<file path="config.mk">
export PLATFORM = sky130hd
export DESIGN_NAME = dma_timing_control_flat
export DESIGN_NICKNAME = d
export VERILOG_FILES = /design/src/rtl/dma_timing_control_if.sv /design/src/rtl/dma_timing_control.sv /design/src/flat_wrapper.sv
export SDC_FILE = /design/constraint.sdc
export NUM_CORES = 1
export LEC_CHECK = 0
export BUFFER_PORTS_ARGS = -buffer_cell sky130_fd_sc_hd__buf_2
export CAP_MARGIN = 15
export CELL_PAD_IN_SITES_DETAIL_PLACEMENT = 1
export CELL_PAD_IN_SITES_GLOBAL_PLACEMENT = 2
export CORE_MARGIN = 2
export CORE_UTILIZATION = 17
export DETAILED_ROUTE_END_ITERATION = 8
export GPL_ROUTABILITY_DRIVEN = 0
export HOLD_SLACK_MARGIN = 0.03
export PLACE_DENSITY = 0.79
export SLEW_MARGIN = 20
export SYNTH_ARGS = -nofsm -noshare
export SYNTH_HDL_FRONTEND = slang
export SYNTH_SLANG_ARGS = --single-unit
</file>
<file path="constraint.sdc">
create_clock -name CLK -period 1.5 [get_ports CLK]
set_input_delay 0.3 -clock CLK [delete_from_list [all_inputs] [get_ports CLK]]
set_output_delay 0.3 -clock CLK [all_outputs]
set_load 0.05 [all_outputs]
</file>
<file path="src/rtl/dma_timing_control_if.sv">
// Bus-side signals of the DMA timing/control stage: CPU hold handshake,
// address enables, read/write strobes, READY and the EOP pair.
interface dma_timing_control_if;
  // HRQ rises when the controller wants the bus and stays high until it has returned to idle.
  // No bus cycle starts until HLDA is seen high while HRQ is high, and HLDA dropping after that is ignored.
  // READY low while a strobe is active stretches the transfer, one wait cycle per low sample.
  logic HRQ;
  logic HLDA;
  logic AEN;
  logic ADSTB;
  logic MEMR_N;
  logic MEMW_N;
  logic IOR_N;
  logic IOW_N;
  logic READY;
  logic EOP_IN_N;
  logic EOP_OUT_N;

  modport master (
    output HRQ, AEN, ADSTB, MEMR_N, MEMW_N, IOR_N, IOW_N, EOP_OUT_N,
    input  HLDA, READY, EOP_IN_N
  );

  modport slave (
    input  HRQ, AEN, ADSTB, MEMR_N, MEMW_N, IOR_N, IOW_N, EOP_OUT_N,
    output HLDA, READY, EOP_IN_N
  );
endinterface

</file>
<file path="src/rtl/dma_timing_control.sv">
// 8237A-style DMA timing/control: hold handshake, S0-S4 sequencing, strobes, TC/EOP.
// Optional compressed timing is built when DMA_COMPRESSED_TIMING_EN is defined.
module dma_timing_control #(
  parameter int COUNT_W = 16,
  parameter int NUM_CH  = 4
) (
  input  logic                  CLK,
  input  logic                  RESET,
  dma_timing_control_if.master  bus,
  input  logic [NUM_CH-1:0]     grant,
  input  logic [NUM_CH-1:0]     dreq_valid,
  input  logic [7:0]            cmd_reg,
  input  logic [6*NUM_CH-1:0]   mode_regs,
  input  logic [COUNT_W-1:0]    cur_count,
  output logic [NUM_CH-1:0]     dack_en,
  output logic [1:0]            active_ch,
  output logic                  cnt_dec,
  output logic [NUM_CH-1:0]     tc,
  output logic [2:0]            dbgState
);

  typedef enum logic [2:0] {
    SI = 3'd0, S0 = 3'd1, S1 = 3'd2, S2 = 3'd3, S3 = 3'd4, SW = 3'd5, S4 = 3'd6
  } dmaState_e;

  dmaState_e state, nextState, contState;
  logic [1:0] grantIdx;
  logic [5:0] modeCh;
  logic [1:0] xferType, xferMode;
  logic       compressed, terminate, eopLatch, unusedBits;
  logic       hrqNxt, aenNxt, adstbNxt, cntDecNxt, eopOutNxt;
  logic       memrNxt, memwNxt, iorNxt, iowNxt, readPhase, writePhase;
  logic [NUM_CH-1:0] dackNxt, tcNxt;

  assign modeCh    = mode_regs[6*active_ch +: 6];
  assign xferType  = modeCh[1:0];
  assign xferMode  = modeCh[5:4];
  // A zero count at S4 means this transfer wraps the counter: it is the last one.
  assign terminate = (cur_count == '0) || eopLatch;
  assign dbgState  = state;

`ifdef DMA_COMPRESSED_TIMING_EN
  assign compressed = cmd_reg[3];
  assign contState  = (compressed && cur_count[7:0] != 8'd0) ? S2 : S1;
  assign unusedBits = ^{cmd_reg[7:4], cmd_reg[1:0], modeCh[3:2]};
`else
  assign compressed = 1'b0;
  assign contState  = S1;
  assign unusedBits = ^{cmd_reg[7:3], cmd_reg[1:0], modeCh[3:2]};
`endif

  always_comb begin
    grantIdx = 2'd0;
    for (int i = 0; i < NUM_CH; i++) begin
      if (grant[i]) grantIdx = 2'(i);
    end
  end

  always_ff @(posedge CLK) begin
    if (RESET) state <= SI;
    else       state <= nextState;
  end

  always_comb begin
    nextState = state;
    unique case (state)
      SI: if (!cmd_reg[2] && grant != '0) nextState = S0;
      S0: begin
        if (grant == '0)   nextState = SI;
        else if (bus.HLDA) nextState = S1;
      end
      S1: nextState = S2;
      S2: begin
        if (compressed) nextState = bus.READY ? S4 : SW;
        else            nextState = S3;
      end
      S3: nextState = bus.READY ? S4 : SW;
      SW: if (bus.READY) nextState = S4;
      S4: begin
        if (terminate)              nextState = SI;
        else if (xferMode == 2'b10) nextState = contState;
        else if (xferMode == 2'b00) nextState = dreq_valid[active_ch] ? contState : SI;
        else                        nextState = SI;
      end
      default: nextState = SI;
    endcase
  end

  always_comb begin
    readPhase  = state inside {S2, S3, SW};
    writePhase = (state inside {S3, SW}) || (state == S2 && compressed);
    hrqNxt     = state != SI;
    aenNxt     = state inside {S1, S2, S3, SW, S4};
    adstbNxt   = state == S1;
    dackNxt    = (state inside {S2, S3, SW, S4}) ? (NUM_CH'(1) << active_ch) : '0;
    memrNxt    = !(readPhase  && xferType == 2'b10);
    iorNxt     = !(readPhase  && xferType == 2'b01);
    iowNxt     = !(writePhase && xferType == 2'b10);
    memwNxt    = !(writePhase && xferType == 2'b01);
    cntDecNxt  = state == S4;
    tcNxt      = (state == S4 && terminate) ? (NUM_CH'(1) << active_ch) : '0;
    eopOutNxt  = !(state == S4 && terminate);
  end

  // Channel is captured only on the S0->S1 step; EOP is remembered until S4 consumes it.
  always_ff @(posedge CLK) begin
    if (RESET) begin
      active_ch <= 2'd0;
      eopLatch  <= 1'b0;
    end else begin
      if (state == S0 && bus.HLDA && grant != '0) active_ch <= grantIdx;
      if (state == S4) eopLatch <= 1'b0;
      else if (state inside {S1, S2, S3, SW} && !bus.EOP_IN_N) eopLatch <= 1'b1;
    end
  end

  always_ff @(posedge CLK) begin
    if (RESET) begin
      bus.HRQ       <= 1'b0;
      bus.AEN       <= 1'b0;
      bus.ADSTB     <= 1'b0;
      bus.MEMR_N    <= 1'b1;
      bus.MEMW_N    <= 1'b1;
      bus.IOR_N     <= 1'b1;
      bus.IOW_N     <= 1'b1;
      bus.EOP_OUT_N <= 1'b1;
      dack_en       <= '0;
      cnt_dec       <= 1'b0;
      tc            <= '0;
    end else begin
      bus.HRQ       <= hrqNxt;
      bus.AEN       <= aenNxt;
      bus.ADSTB     <= adstbNxt;
      bus.MEMR_N    <= memrNxt;
      bus.MEMW_N    <= memwNxt;
      bus.IOR_N     <= iorNxt;
      bus.IOW_N     <= iowNxt;
      bus.EOP_OUT_N <= eopOutNxt;
      dack_en       <= dackNxt;
      cnt_dec       <= cntDecNxt;
      tc            <= tcNxt;
    end
  end

endmodule

</file>
<file path="src/flat_wrapper.sv">
// flat-port wrapper written by rule: the top's interface ports become plain ports
module dma_timing_control_flat 
#(
  parameter int COUNT_W = 16,
  parameter int NUM_CH  = 4
)
  (CLK, RESET, grant, dreq_valid, cmd_reg, mode_regs, cur_count, dack_en, active_ch, cnt_dec, tc, dbgState, bus_HRQ, bus_AEN, bus_ADSTB, bus_MEMR_N, bus_MEMW_N, bus_IOR_N, bus_IOW_N, bus_EOP_OUT_N, bus_HLDA, bus_READY, bus_EOP_IN_N);
  dma_timing_control_if bus_i ();
  input  logic CLK;
  input  logic RESET;
  input  logic [NUM_CH-1:0] grant;
  input  logic [NUM_CH-1:0] dreq_valid;
  input  logic [7:0] cmd_reg;
  input  logic [6*NUM_CH-1:0] mode_regs;
  input  logic [COUNT_W-1:0] cur_count;
  output logic [NUM_CH-1:0] dack_en;
  output logic [1:0] active_ch;
  output logic cnt_dec;
  output logic [NUM_CH-1:0] tc;
  output logic [2:0] dbgState;
  output wire logic [$bits(bus_i.HRQ)-1:0] bus_HRQ;
  output wire logic [$bits(bus_i.AEN)-1:0] bus_AEN;
  output wire logic [$bits(bus_i.ADSTB)-1:0] bus_ADSTB;
  output wire logic [$bits(bus_i.MEMR_N)-1:0] bus_MEMR_N;
  output wire logic [$bits(bus_i.MEMW_N)-1:0] bus_MEMW_N;
  output wire logic [$bits(bus_i.IOR_N)-1:0] bus_IOR_N;
  output wire logic [$bits(bus_i.IOW_N)-1:0] bus_IOW_N;
  output wire logic [$bits(bus_i.EOP_OUT_N)-1:0] bus_EOP_OUT_N;
  input wire logic [$bits(bus_i.HLDA)-1:0] bus_HLDA;
  input wire logic [$bits(bus_i.READY)-1:0] bus_READY;
  input wire logic [$bits(bus_i.EOP_IN_N)-1:0] bus_EOP_IN_N;
  assign bus_HRQ = bus_i.HRQ;
  assign bus_AEN = bus_i.AEN;
  assign bus_ADSTB = bus_i.ADSTB;
  assign bus_MEMR_N = bus_i.MEMR_N;
  assign bus_MEMW_N = bus_i.MEMW_N;
  assign bus_IOR_N = bus_i.IOR_N;
  assign bus_IOW_N = bus_i.IOW_N;
  assign bus_EOP_OUT_N = bus_i.EOP_OUT_N;
  assign bus_i.HLDA = bus_HLDA;
  assign bus_i.READY = bus_READY;
  assign bus_i.EOP_IN_N = bus_EOP_IN_N;
  dma_timing_control #(.COUNT_W(COUNT_W), .NUM_CH(NUM_CH)) u_core (.CLK(CLK), .RESET(RESET), .bus(bus_i), .grant(grant), .dreq_valid(dreq_valid), .cmd_reg(cmd_reg), .mode_regs(mode_regs), .cur_count(cur_count), .dack_en(dack_en), .active_ch(active_ch), .cnt_dec(cnt_dec), .tc(tc), .dbgState(dbgState));
endmodule
</file>
==> results of run 1 <==
-- tightest hold or removal path: stages --
cell and delay, ns:
buf_2 0.09, nor3_2 0.05, buf_4 0.12
-- flip-flops by register name, summed over array words and instances (netlist names) --
name	flops
u_core.dbgState	3
u_core.bus.IOR_N	1
u_core.dack_en	4
u_core.active_ch	2
u_core.bus.HRQ	1
u_core.bus.MEMR_N	1
u_core.bus.ADSTB	1
u_core.bus.MEMW_N	1
u_core.bus.IOW_N	1
u_core.tc	4
u_core.eopLatch	1
u_core.cnt_dec	1
u_core.bus.EOP_OUT_N	1
u_core.bus.AEN	1
-- final timing paths --
path	from	endpoint	slack, ns	cells after the start
max	u_core.active_ch[0]	u_core.dbgState[1]	0.04	4
min	RESET	u_core.cnt_dec	0.35	3
max reg2reg	u_core.active_ch[0]	u_core.dbgState[1]	0.04	4
min reg2reg	u_core.active_ch[1]	u_core.active_ch[1]	0.55	2
-- power breakdown --
part	total, mW	leakage (nW)	switching [mW]	internal (mW)
combinational	0.382	0.487	0.220	0.162
clock	0.392	0.0255	0.207	0.185
sequential	0.660	0.189	0.0208	0.639
total	1.43	0.702	0.448	0.987
-- cell type report --
cell class                 count  area share
clock buffer                   3     0.02642
clock inverter                 1    0.003203
inverter                       2    0.004804
sequential                    23      0.3034
multi-input combinational     72      0.3275
timing repair buffer          80      0.2770
tap                           72     0.05765
-- cell families after synthesis --
logic type,count (synthesis),share of synthesized area
flops,23,0.4682
buf+inv,8,0.04326
fa+ha+maj,1,0.01272
simple gates,53,0.3015
mux,3,0.08016
compound gates,15,0.09414
-- per-layer routing --
metal	wire length [um]	vias to the layer above
li1	-	527
met1	1231	493
met2	1652	41
met3	243	2
met4	39	0
met5	0	-
-- synth_stat cells (2+ instances only) --
master    count  share of area
buf_2         4          0.020
dfxtp_1      23           0.47
nor3_1        5          0.025
o311a_1       2          0.020
nand3b_1      2          0.015
nand2b_1      6          0.038
inv_1         2         0.0076
o21ai_0       3          0.015
nor2b_1       3          0.019
a211oi_1      2          0.015
mux4_1        3          0.080
or4_1         2          0.015
nor2_1       15          0.057
a21oi_1       5          0.025
nor4_1        6          0.038
nand2_1       7          0.027
-- metrics by stage --
| step | setup WS (ns) | TNS [ns] |
|---|---|---|
| 2_1_floorplan | 0.002468 | 0 |
| 3_3_place_gp | -0.009786 | -0.009786 |
| 3_5_place_dp | -0.01035 | -0.01035 |
| 4_1_cts | 0.03575 | 0 |
| 5_1_grt | -0.02273 | -0.02467 |
| 6_report | 0.04040 | 0 |
-- cell usage in the layout (no fill, tap or decap), drive strengths merged, types with 2 or more instances in the layout --
master,Yosys,routed
nor2b,3,3
nor4b,2,2
dfxtp,23,23
nor4,6,6
nor2,15,15
a211oi,2,2
o311a,2,2
nand2b,6,6
mux4,3,3
buf,5,80
o21ai,4,4
nand3b,2,2
nand2,7,7
or4,2,2
nor3,5,5
inv,2,2
a21oi,5,5
clkbuf,1,3
-- timing repair --
item,in CTS,in global routing
pin swaps,0,0
cloned,0,0
resized for setup,3,5
setup endpoints to repair,1,6
==> run_results.csv, run 1 <==
group,metric,value,unit
clock_tree,clock_sinks,23,
layout,syn2layout_area_growth,58.91,%
placed_design,dp_cells,249,
synthesis,ys_dominant_reg_cell,"dfxtp_1",
synthesis,postSynthAreaPerCell,9.548,um2
power,p_leak,0.7019,nW
clock_tree,clk_latency,0.26,ns
critical_path,cp_cell_sequence,"or3_1 > a21oi_1 > nor4_4 > o311a_1",
layout,diodes,0,
placed_design,hpwl,2665,um
floorplanning,start_util,0.1775,
synthesis,synth-async-reset-ratio,0,
layout,fin_nets,244,
placed_design,io_buffers,67,
timing,holdWs,0.3489,ns
route,firstDrtPassIters,4,
floorplanning,rows,27,
synthesis,synth_area,983.4,um2
critical_path,slowest_stage,"dfxtp_4",
timing,final.setup_skew,0.004297,ns
synthesis,yosysUniqueCellTypes,29,
clock_tree,cts.reportedPaths.clkPinSlew,0.09,ns
global_route,grtUsageMet1,0.1086,
route,routed_wl,3166,um
timing,worst_slew_pin_slew,0.4289,ns
floorplanning,core-area,5540,um2
critical_path,critPathMaxFanout,7,
route,drt_first_iter_violations,15,
clock_tree,cts.htree.levels,1,
power,power_density,918.1,nW/um2
global_route,grt_max_degree,14,
timing,timing.fmax,685.1,MHz
clock_tree,clock_path_buffers,2,
layout,final_util,0.2821,
global_route,overflow,0,
synthesis,netlist_instances,103,
global_route,grt_pass1_vias,1061,
timing,slew_headroom,0.7121,
timing,hold_viol,0,
layout,stdcell_count,253,
synthesis,ys_ff_latch,23,
outcome,status,"finished clean",
timing,setup_violations,0,
critical_path,critPathArrivalTime,1.62,ns
critical_path,worst-setup-path-type,"flip-flop to flip-flop",
global_route,antenna_found_initial,0,
synthesis,seq_area_frac_synth,0.4682,
floorplanning,die_x,80.06,um
clock_tree,cts_root_buffer,"clkbuf_8",
synthesis,yosysWarnings,0,
layout,final_cell_area,1563,um2
route,wl_per_cell,12.51,um
route,via_per_inst,4.202,
critical_path,cp.required,1.66,ns
critical_path,cp.buffers_inverters,0,
layout,drive_above_1_share,0.5359,
clock_tree,post_cts_buffers,0,
floorplanning,fp.dieH,80.06,um
layout,fillers,691,
synthesis,synth-edff-count,0,
power,design_power_total,1.435,mW
global_route,top_usage_layer,"met2",
floorplanning,ioPinCount,83,
clock_tree,cts_buffers,3,
critical_path,cp_slowest_stage_delay,0.38,ns
route,ant_nets,0,
critical_path,cpLargestDelayFamily,"compound AO/OA/AOI/OAI gates",
synthesis,postSynthNetCount,165,
route,dr_total_vias,1063,
global_route,use_met3,0.01798,
timing,post-route-period-util,0.9731,
clock_tree,cts.hold.buffers_added,0,
clock_tree,cts_tree,"built",
layout,register_area,474.2,um2
floorplanning,die_area,6410,um2
global_route,grt_usage,0.09988,
power,peakVddDrop,0.3182,mV
global_route,grt_pass1_wl,4919,um
timing,rsz0062_at_grt,"yes",
global_route,grt_use_met2,0.1858,
layout,multiInputGateArea,511.7,um2
timing,fin_crit,1.460,ns
critical_path,start_kind,"flip-flop",
timing,final-max-slew-violation-count,0,
placed_design,placed_area,1485,um2
route,drc,0,
worst_hold_path,hold_class,"input pin to flip-flop",
critical_path,critPathCaptureType,"flip-flop",
flow_run,drv_cap,0,
(Power assumes the default switching activity.)
==> run 2: changes to the inputs <==
- ABC_AREA: default -> 1
- CORE_MARGIN: 2 -> default
- CORE_UTILIZATION: 17 -> 16
- PLACE_DENSITY: 0.79 -> 0.8
- SKIP_LAST_GASP: default -> 1
==> run_results.csv, run 2 <==
group,metric,value,unit
outcome,status,"finished clean",
layout,mostFrequentLayoutCells,"buf_2, nor2_1, nand2_1, inv_1, dfxtp_1",
power,design_power_total,1.434,mW
timing,final.setup_skew,0.005524,ns
global_route,grt_pass1_vias,1154,
route,routed_wl,3144,um
floorplanning,rows,28,
power,peakVddDrop,0.3526,mV
global_route,overflow,0,
synthesis,netlist.area_leader.share,0.4493,
synthesis,yosysUniqueCellTypes,19,
floorplanning,core-area,6061,um2
global_route,grt_pass1_wl,4933,um
synthesis,postSynthAreaPerCell,6.832,um2
synthesis,yosys.area.top_type,"dfxtp_1",
synthesis,synth_common_cells,"nor2_1, nand2_1, dfxtp_1",
critical_path,worst-setup-path-type,"flip-flop to output port",
power,power_density,943.8,nW/um2
synthesis,synth-edff-count,0,
placed_design,dp_cells,294,
placed_design,hpwl,2684,um
layout,drive_above_1_share,0.3767,
floorplanning,die_x,82.03,um
route,via_per_inst,3.909,
critical_path,cpLargestDelayFamily,"flip-flops",
clock_tree,clock_path_buffers,2,
clock_tree,cts_root_buffer,"clkbuf_8",
layout,final_common_cell,"buf_2",
synthesis,ys_ff_latch,23,
synthesis,postSynthNetCount,212,
route,ant_nets,0,
synthesis,synth.most_common_cell,"nor2_1",
critical_path,slowest_stage,"dfxtp_1",
floorplanning,ioPinCount,83,
placed_design,io_buffers,67,
power,p_leak,0.8044,nW
route,wl_per_cell,10.55,um
clock_tree,cts_tree,"built",
layout,final_cell_area,1519,um2
timing,setup_violations,0,
layout,diodes,0,
critical_path,cp.buffers_inverters,1,
clock_tree,clock_sinks,23,
timing,fin_crit,1.331,ns
synthesis,ys_dominant_reg_cell,"dfxtp_1",
timing,post-route-period-util,0.8871,
layout,stdcell_count,298,
critical_path,cp.required,1.20,ns
timing,hold_viol,0,
clock_tree,cts.reportedPaths.clkPinSlew,0.08,ns
critical_path,cp_cell_sequence,"buf_2",
route,drc,0,
clock_tree,cts.htree.levels,1,
synthesis,yosysWarnings,0,
timing,rsz0062_at_grt,"no",
timing,final-max-slew-violation-count,0,
clock_tree,clk_latency,0.26,ns
critical_path,cp_slowest_stage_delay,0.46,ns
clock_tree,post_cts_buffers,0,
route,dr_total_vias,1165,
timing,finalSetupTns,0,ns
route,firstDrtPassIters,4,
critical_path,critPathMaxFanout,7,
synthesis,seq_area_frac_synth,0.4493,
synthesis,synth-async-reset-ratio,0,
synthesis,synth.area.top_cells,"dfxtp_1, nor2_1, nand2_1",
timing,timing.fmax,751.5,MHz
synthesis,netlist_instances,150,
floorplanning,fp.dieH,82.03,um
layout,syn2layout_area_growth,48.23,%
placed_design,placed_area,1473,um2
timing,slew_headroom,0.7941,
floorplanning,die_area,6729,um2
layout,fin_nets,286,
clock_tree,cts_buffers,3,
route,drt_first_iter_violations,27,
critical_path,start_kind,"flip-flop",
critical_path,critPathArrivalTime,1.03,ns
synthesis,synth_area,1025,um2
critical_path,critPathCaptureType,"output port",
global_route,grt_usage,0.09847,
flow_run,drv_cap,0,
worst_hold_path,hold_class,"input pin to flip-flop",
global_route,grt_max_degree,13,
floorplanning,start_util,0.1691,
timing,worst_slew_pin_slew,0.3077,ns
global_route,antenna_found_initial,0,
-- run 2: cell types whose count changed after synthesis, moves of 4 or more --
cell,delta
buf_2,-4
inv_1,+18
nand2_1,+29
nand2b_1,-6
nand3_1,+7
nor2_1,+23
nor3_1,-4
nor4_1,-6
-- run 2: repair_timing --
item	in CTS	in global routing
endpoints found under the setup margin	0	1
hold buffers	0	0
resized for setup	0	1
-- run 2: kinds of logic (layout without fill, tap and decap cells) --
group           count (synthesis)  after routing  synth area share
buf+inv                        22             95           0.08059
fa+ha+maj                       1              1           0.01221
flops                          23             23            0.4493
compound gates                 18             18            0.1197
simple gates                   86             86            0.3382
-- run 2: cell type report --
cell class,count,area (um2)
fill,790,4542
multi-input combinational,105,481.7
sequential,23,465.4
timing repair buffer,69,350.3
tap,75,93.84
inverter,22,82.58
clock buffer,4,45.04
-- run 2: routing by layer --
layer | share of wire | global-route usage
met2 | 0.48 | 0.1785
met3 | 0.065 | 0.03111
met1 | 0.45 | 0.1075
met5 | 0 | 0
met4 | 0.0089 | 0.03158
-- run 2: power breakdown --
group | switching (mW) | internal, mW
Clock | 0.187 | 0.189
Combinational | 0.244 | 0.136
Sequential | 0.0353 | 0.641
-- run 2: worst paths after layout --
path / from / end / slack, ns / cells past startpoint
setup / recovery: u_core.dbgState[0] / dbgState[0] / 0.17 / 1
hold / removal: RESET / u_core.dbgState[1] / 0.31 / 2
setup reg to reg: u_core.dbgState[0] / u_core.dbgState[1] / 0.20 / 9
hold reg to reg: u_core.eopLatch / u_core.eopLatch / 0.52 / 1
-- run 2: stage by stage --
step	utilization	hold slack, ns	setup WS (ns)
floorplan	-	0.3641	0.03194
global placement	0.2430	0.4821	0.2177
detailed placement	0.2430	0.5071	0.1792
CTS	0.2504	0.2958	0.09420
global route	0.2506	0.3234	0.01140
finish	0.2506	0.3092	0.1693
==> run 3: changes to the inputs <==
- CORE_UTILIZATION: 16 -> 17
- PLACE_DENSITY: 0.8 -> 0.81
- clock period: 1.5 -> 1.4 ns (I/O delays scaled with it)
==> run_results.csv, run 3 (same netlist as run 2, synthesis figures left out) <==
group,metric,value,unit
outcome,status,"finished clean",
layout,mostFrequentLayoutCells,"buf_2, nor2_1, nand2_1, inv_1, dfxtp_1",
timing,slew_headroom,0.7875,
critical_path,cp_slowest_stage_delay,0.43,ns
route,drt_first_iter_violations,18,
route,dr_total_vias,1170,
route,ant_nets,0,
clock_tree,cts.hold.buffers_added,0,
timing,fin_crit,1.279,ns
critical_path,critPathMaxFanout,8,
placed_design,io_buffers,67,
timing,worst_slew_pin_slew,0.3176,ns
floorplanning,start_util,0.1816,
critical_path,cp-startpoint,"u_core.dbgState[1]",
critical_path,r2r_slack,0.13,ns
critical_path,cp.required,1.12,ns
critical_path,cp.buffers_inverters,1,
critical_path,worst-setup-path-type,"flip-flop to output port",
power,peakVddDrop,0.4056,mV
layout,diodes,0,
timing,final-max-slew-violation-count,0,
floorplanning,die_area,6343,um2
layout,final_util,0.2695,
timing,final.setup_skew,0.005128,ns
critical_path,slowest_stage,"dfxtp_2",
timing,layout_setup_ws,0.1211,ns
global_route,grt_pass1_vias,1168,
critical_path,cp_cell_sequence,"buf_2",
critical_path,cpLargestDelayFamily,"flip-flops",
global_route,grt_max_degree,14,
timing,timing.fmax,781.9,MHz
clock_tree,cts.htree.levels,1,
route,wl_per_cell,10.65,um
floorplanning,rows,27,
clock_tree,cts_root_buffer,"clkbuf_8",
floorplanning,core-area,5642,um2
clock_tree,cts_resized,0,
clock_tree,clock_path_buffers,2,
power,design_power_total,1.550,mW
power,p_leak,0.8032,nW
clock_tree,cts.reportedPaths.clkPinSlew,0.09,ns
clock_tree,clock_sinks,23,
route,firstDrtPassIters,4,
timing,hold_viol,0,
placed_design,hpwl,2599,um
critical_path,start_kind,"flip-flop",
flow_run,drv_cap,0,
critical_path,critPathArrivalTime,1.00,ns
global_route,grt_pass1_wl,4974,um
layout,fin_nets,284,
layout,drive_above_1_share,0.3937,
timing,post-route-period-util,0.9135,
critical_path,critPathCaptureType,"output port",
placed_design,pre_cts_ws,0.03594,ns
critical_path,reg2reg_from,"u_core.active_ch[1]",
worst_hold_path,hold_class,"input pin to flip-flop",
timing,setup_violations,0,
layout,final_common_cell,"buf_2",
clock_tree,cts_buffers,3,
timing,holdWs,0.2734,ns
clock_tree,cts_tree,"built",
floorplanning,die_x,79.64,um
worst_hold_path,min_from,"RESET",
timing,rsz0062_at_grt,"no",
layout,syn2layout_area_growth,48.35,%
clock_tree,post_cts_buffers,0,
layout,fillers,737,
floorplanning,ioPinCount,83,
route,routed_wl,3119,um
floorplanning,fp.dieH,79.64,um
global_route,grt_usage,0.1022,
global_route,antenna_found_initial,0,
timing,finalSetupTns,0,ns
route,drc,0,
global_route,overflow,0,
clock_tree,clk_latency,0.27,ns
power,power_density,1019,nW/um2
route,via_per_inst,3.993,
[run 3: layout make-up]
| class | instances | area, um2 | share of cell area |
|---|---|---|---|
| tap | 72 | 90.09 | 0.05926 |
| inverter | 22 | 82.58 | 0.05432 |
| multi-input combinational | 105 | 494.2 | 0.3251 |
| clock inverter | 1 | 5.005 | 0.003292 |
| sequential | 23 | 471.7 | 0.3103 |
| timing repair buffer | 67 | 335.3 | 0.2206 |
| clock buffer | 3 | 41.29 | 0.02716 |
[run 3: report_power, final]
part	internal (mW)	switching, mW
Sequential	0.687	0.0393
Clock	0.199	0.220
Combinational	0.141	0.264
Total	1.03	0.523
[run 3: path summary, 6_finish.rpt]
check                                     endpoint  cells past startpoint
worst min register to register     u_core.eopLatch                      1
worst min-delay path            u_core.dbgState[1]                      2
worst max-delay path                   dbgState[1]                      1
worst max register to register   u_core.bus.MEMW_N                      6
[run 3: per-stage QoR]
| step | std cells | area, um2 |
|---|---|---|
| after floorplan | 150 | 1031 |
| after global placement | 289 | 1456 |
| after detailed placement | 289 | 1456 |
| after CTS | 293 | 1503 |
| after global routing | 293 | 1520 |
| final | 293 | 1520 |
[run 3: layer usage]
layer | GRT usage | part of all wire | up-vias
li1 | - | - | 607
met2 | 0.1752 | 0.48 | 42
met1 | 0.1231 | 0.44 | 517
met5 | 0 | 0 | -
met3 | 0.02971 | 0.071 | 4
met4 | 0.02727 | 0.0080 | 0
